===== src/rtl/ed25519_io_frame.sv =====
// Stream framing between the 64-bit valid/ready I/O ports and the ed25519 point-multiplication core.
// Optional IO_FRAME_OVERLAP_EN: receive the next frame while the current one computes/sends.

// state   | meaning
// S_IDLE  | one settling cycle after reset
// S_RECV  | collecting operand beats (or waiting for a full buffer when overlapping)
// S_START | one-cycle core start pulse
// S_CALC  | waiting for the core done pulse
// S_SEND  | streaming result beats out under backpressure
module ed25519_io_frame #(
  parameter int DATA_W = 64,
  parameter int PATN_W = 256,
  parameter int N_IN   = 3,
  parameter int N_OUT  = 2
) (
  input  logic                      i_clk,
  input  logic                      i_rst,
  input  logic                      i_in_valid,
  output logic                      o_in_ready,
  input  logic [DATA_W-1:0]         i_in_data,
  output logic                      o_out_valid,
  input  logic                      i_out_ready,
  output logic [DATA_W-1:0]         o_out_data,
  output logic                      o_core_start,
  output logic [N_IN*PATN_W-1:0]    o_core_operands,
  input  logic                      i_core_done,
  input  logic [N_OUT*PATN_W-1:0]   i_core_result
);

  localparam int BEATS     = PATN_W / DATA_W;
  localparam int IN_BEATS  = N_IN * BEATS;
  localparam int OUT_BEATS = N_OUT * BEATS;
  localparam int IN_W      = N_IN * PATN_W;
  localparam int OUT_W     = N_OUT * PATN_W;
  localparam int IC_W      = $clog2(IN_BEATS + 1);
  localparam int OC_W      = $clog2(OUT_BEATS + 1);

  localparam logic [IC_W-1:0] IN_LAST  = IC_W'(IN_BEATS - 1);
  localparam logic [OC_W-1:0] OUT_LAST = OC_W'(OUT_BEATS - 1);

  typedef enum logic [2:0] {
    S_IDLE,
    S_RECV,
    S_START,
    S_CALC,
    S_SEND
  } state_t;

  state_t            state;
  state_t            state_nxt;
  logic [IN_W-1:0]   in_reg;
  logic [IN_W-1:0]   ops_reg;
  logic [OUT_W-1:0]  out_reg;
  logic [IC_W-1:0]   in_cnt;
  logic [OC_W-1:0]   out_cnt;
  logic              in_fire;
  logic              in_last;
  logic              out_fire;
  logic              out_last;
  logic              core_load;
  logic              ops_copy;

`ifdef IO_FRAME_OVERLAP_EN
  logic              in_full;
`endif

  assign in_fire   = i_in_valid & o_in_ready;
  assign in_last   = in_fire && (in_cnt == IN_LAST);
  assign out_fire  = o_out_valid & i_out_ready;
  assign out_last  = out_fire && (out_cnt == OUT_LAST);
  assign core_load = (state == S_CALC) && i_core_done;

  assign o_core_operands = ops_reg;
  assign o_out_data      = o_out_valid ? out_reg[OUT_W-1 -: DATA_W] : '0;

  always_ff @(posedge i_clk or posedge i_rst) begin
    if (i_rst) begin
      state <= S_IDLE;
    end else begin
      state <= state_nxt;
    end
  end

  always_comb begin
    state_nxt    = state;
    o_in_ready   = 1'b0;
    o_out_valid  = 1'b0;
    o_core_start = 1'b0;
    ops_copy     = 1'b0;
`ifdef IO_FRAME_OVERLAP_EN
    // capture side runs independently of the main FSM once out of idle
    o_in_ready = (state != S_IDLE) && !in_full;
`endif
    case (state)
      S_IDLE: begin
        state_nxt = S_RECV;
      end
      S_RECV: begin
`ifdef IO_FRAME_OVERLAP_EN
        if (in_full) begin
          ops_copy  = 1'b1;
          state_nxt = S_START;
        end
`else
        o_in_ready = 1'b1;
        if (in_last) begin
          ops_copy  = 1'b1;
          state_nxt = S_START;
        end
`endif
      end
      S_START: begin
        o_core_start = 1'b1;
        state_nxt    = S_CALC;
      end
      S_CALC: begin
        if (i_core_done) begin
          state_nxt = S_SEND;
        end
      end
      S_SEND: begin
        o_out_valid = 1'b1;
        if (out_last) begin
          state_nxt = S_RECV;
        end
      end
      default: begin
        state_nxt = S_IDLE;
      end
    endcase
  end

  // input deserialiser: first beat ends up in the MSBs after IN_BEATS shifts
  always_ff @(posedge i_clk or posedge i_rst) begin
    if (i_rst) begin
      in_reg <= '0;
      in_cnt <= '0;
    end else if (in_fire) begin
      in_reg <= {in_reg[IN_W-DATA_W-1:0], i_in_data};
      if (in_last) begin
        in_cnt <= '0;
      end else begin
        in_cnt <= in_cnt + IC_W'(1);
      end
    end
  end

`ifdef IO_FRAME_OVERLAP_EN
  always_ff @(posedge i_clk or posedge i_rst) begin
    if (i_rst) begin
      in_full <= 1'b0;
    end else if (in_last) begin
      in_full <= 1'b1;
    end else if (ops_copy) begin
      in_full <= 1'b0;
    end
  end

  always_ff @(posedge i_clk or posedge i_rst) begin
    if (i_rst) begin
      ops_reg <= '0;
    end else if (ops_copy) begin
      ops_reg <= in_reg;
    end
  end
`else
  // the final beat is still on the bus when the copy happens
  always_ff @(posedge i_clk or posedge i_rst) begin
    if (i_rst) begin
      ops_reg <= '0;
    end else if (ops_copy) begin
      ops_reg <= {in_reg[IN_W-DATA_W-1:0], i_in_data};
    end
  end
`endif

  // output serialiser: top beat is always the one on the bus
  always_ff @(posedge i_clk or posedge i_rst) begin
    if (i_rst) begin
      out_reg <= '0;
      out_cnt <= '0;
    end else if (core_load) begin
      out_reg <= i_core_result;
      out_cnt <= '0;
    end else if (out_fire) begin
      out_reg <= out_reg << DATA_W;
      out_cnt <= out_cnt + OC_W'(1);
    end
  end

endmodule


===== config.mk =====
export PLATFORM = sky130hd
export DESIGN_NAME = ed25519_io_frame
export DESIGN_NICKNAME = d
export VERILOG_FILES = /design/src/rtl/ed25519_io_frame.sv
export SDC_FILE = /design/constraint.sdc
export NUM_CORES = 2
export LEC_CHECK = 0
export BUFFER_PORTS_ARGS = -buffer_cell sky130_fd_sc_hd__buf_2
export CORE_AREA = 2 2 548 550
export CTS_BUF_LIST = sky130_fd_sc_hd__clkbuf_2
export CTS_CLUSTER_DIAMETER = 30
export DETAILED_ROUTE_END_ITERATION = 6
export DIE_AREA = 0 0 550 552
export PLACE_DENSITY = 0.55
export SYNTH_ARGS = -nofsm -noshare
export SYNTH_HDL_FRONTEND = slang
export SYNTH_SLANG_ARGS = --single-unit
export TNS_END_PERCENT = 10

===== constraint.sdc =====
create_clock -name i_clk -period 61.2 [get_ports i_clk]
set_clock_uncertainty 0.1 [all_clocks]
set_input_delay 9.18 -clock i_clk [delete_from_list [all_inputs] [get_ports i_clk]]
set_output_delay 9.18 -clock i_clk [all_outputs]
set_load 0.01 [all_outputs]

==> run_results.csv <==
group,metric,value,unit
timing,setup_slack,47870,ps
place,dp_slack,46000,ps
drt,vias,57900,
timing,finalCritPeriodShare,0.218,
pwr,internal-power,2.90,mW
clock_tree,cts_setup_buffers,0,
synthesis,synth_top_family_by_area,"multiplexers",
worst_setup_path,critPathKind,"reg2out",
clock_tree,cts.sinks,1995,
synthesis,synth_area_leaders,"dfrtp_1 64%, nand2_1 10%, mux2_4 7.6%",
worst_setup_path,startpoint_type,"flop",
worst_setup_path,worstSetupEndpointType,"primary output",
clock_tree,clock_latency,2020,ps
outcome,status,"finished clean",
pwr,p_sw,1.92,mW
pwr,irDropWorstVdd,34.9,µV
min_path,hold_path_class,"reg2reg",
synthesis,synth_area,78500,µm²
pwr,share_comb_of_total_power,0.284,
timing,drv_slew,0,
synthesis,yosys_warnings,0,
worst_setup_path,slowest_delay,600,ps
pwr,switching_share,0.398,
clock_tree,tritoncts,"done",
timing,fin_setup_tns,0,ps
worst_setup_path,crit_top_cell,"nor2_1",
timing,fmax,0.0750,GHz
synthesis,ys_seq_area_frac,0.636,
worst_setup_path,path_cells,"nor2_1 -> nand2_4 -> buf_4 -> nor2_1 -> buf_2",
clock_tree,ctsHoldBuffers,0,
synthesis,synth_most_common_cell,"nand2_1",
timing,worst_pin_slew,1300,ps
place,hpwl,215000,µm
worst_setup_path,required,51920,ps
synthesis,syn_nets,7398,
place,routabilityCongestion,0.886,
pwr,power_density,50.9,nW/µm²
synthesis,ys_seq_elements,1995,
synthesis,synth_edf_count,0,
timing,finalHoldViolCount,0,
drt,viasPerCell,4.50,
drt,routed_wl,296000,µm
pwr,seqPwrFrac,0.496,
synthesis,synth_top_cells_by_count,"2124 x nand2_1, 1995 x dfrtp_1, 451 x o21ai_0, 450 x inv_1, 448 x a22oi_1",
synthesis,muxShareOfSynthArea,0.130,
clock_tree,cts-resized-gates,0,
drt,drc_errors,0,
clock_tree,cts_made_buffers,572,
global_routing,grt_pass1_vias,58100,
layout,fin_util,0.318,
timing,setup_viol,0,
floorplan,die_w,550,µm
synthesis,async_reset_ff_frac,1.00,
timing,rsz0062_at_grt,"false",
synthesis,syn_avg_cell_area,11.5,µm²
worst_setup_path,critPathArrivalTime,4050,ps
clock_tree,clkTransAtPathRegs,100,ps
timing,min_period,13330,ps
synthesis,synthSimpleGateAreaFrac,0.107,
synthesis,ys_types,33,
synthesis,synth_fa_ha_area_frac,0.000319,
clock_tree,clockRootBuffer,"clkbuf_2",
flow_run,drv_cap,0,
drt,dr.pass1.iters,7,
timing,relSlewSlack,0.136,
synthesis,synthFlopType,"dfrtp_1",
worst_setup_path,slowest_stage,"nor2_1",
global_routing,grt-ovfl-total,0,
clock_tree,clock_path_buffers,4,
floorplan,dieHeight,552,µm
drt,postRouteAntennaNets,0,
pwr,pwr-share-clk,0.220,
synthesis,synth_compound_area_frac,0.0792,
synthesis,synth_top_area_frac,0.636,
layout,fillers,31200,
floorplan,boundaryPins,1416,
global_routing,grt_start_max_net_pins,210,
worst_setup_path,path_max_fanout,66,
floorplan,die_area,304000,µm²
layout,area_delta_synth_final,20.8,%
layout,drive_above_1_share,0.355,
drt,wl_per_cell,23.0,µm
floorplan,core,298000,µm²
global_routing,antenna_found_initial,118,
layout,largest_reg_flops,768,
floorplan,rows,201,
synthesis,synthXorXnorAreaFrac,0.000112,
global_routing,grt.total_usage,0.188,
synthesis,syn_inst,6815,
global_routing,grt_pass1_wl,419000,µm
drt,drtIter0Drc,4923,
place,portBuffers,1415,
clock_tree,cts_htree_levels,6,
synthesis,yosysTopAreaCell,"dfrtp_1",
floorplan,start_util,0.263,
layout,fin_nets,9040,
pwr,power.leakage,52.2,nW
==> power groups by stage <==
| stage | logic (mW) | clock network, mW | registers (mW) |
|---|---|---|---|
| 3_3_place_gp | 1.35 | 0 | 2.40 |
| 6_report | 1.37 | 1.06 | 2.39 |
| 5_1_grt | 1.51 | 1.18 | 2.46 |
| 4_1_cts | 1.38 | 1.11 | 2.40 |
| 3_5_place_dp | 1.37 | 0 | 2.42 |
| 2_1_floorplan | 0.775 | 0 | 2.28 |
==> worst max-delay path: cells and delay by family, from the launching register on <==
| family | cells | cell delay, ps |
|---|---|---|
| buffers and inverters | 2 | 600 |
| flip-flops | 1 | 390 |
| AND/OR/NAND/NOR | 3 | 1050 |
==> logic make-up after synthesis <==
kind of cell / Yosys count
adders and majority gates: 2
and+or+nand+nor: 2212
muxes: 771
AOI/OAI and AO/OA: 968
DFF: 1995
buffers and inverters: 866
xor gates and xnor gates: 1
==> metrics by stage <==
stage | instances | instance area, µm² | power [mW] | hold WS, ps
finish | 12900 | 94800 | 4.82 | 211
global route | 12800 | 94700 | 5.15 | 279
CTS | 12800 | 94600 | 4.89 | 159
detailed placement | 11800 | 89200 | 3.79 | 358
global placement | 11800 | 89200 | 3.75 | 351
floorplan | 6815 | 78500 | 3.05 | 340
==> area by class of cell <==
type,count,area (µm²),area share
timing repair buffer,1484,7720,0.0815
antenna,56,140,0.00148
sequential,1995,49900,0.527
inverter,450,1690,0.0179
clock buffer,775,3880,0.0409
clock inverter,195,1590,0.0168
tap,3958,4950,0.0523
multi-input combinational,3954,24900,0.262
==> routing by layer <==
layer | global-route usage | vias up | wire (µm)
met1 | 0.258 | 28800 | 132000
met2 | 0.269 | 2396 | 125000
met3 | 0.0627 | 554 | 26800
met5 | 0 | - | 205
li1 | - | 26100 | -
met4 | 0.0791 | 30 | 12300
==> layout by cell type (no fill, tap or decap), drive strengths merged, types with 8 or more instances in the layout <==
cell	instances
nand2	2124
dfrtp	1995
buf	1484
clkbuf	775
mux2	769
inv	471
o21ai	451
a22oi	448
clkinv	142
nor2	71
a22o	65
diode	56
bufinv	24
clkinvlp	8
==> worst paths after layout <==
path	startpoint	endpoint	slack, ps	cells after the start
setup / recovery	state[1]	o_out_data[2]	47870	5
hold / removal	in_reg[589]	in_reg[653]	210	2
setup reg to reg	state[2]	o_core_operands[555]	56120	7
hold reg to reg	in_reg[589]	in_reg[653]	210	2
max in group asynchronous	i_rst	out_reg[177]	48120	8
min in group asynchronous	i_rst	o_core_operands[738]	7200	2
Power figures use the tool's default switching activity.
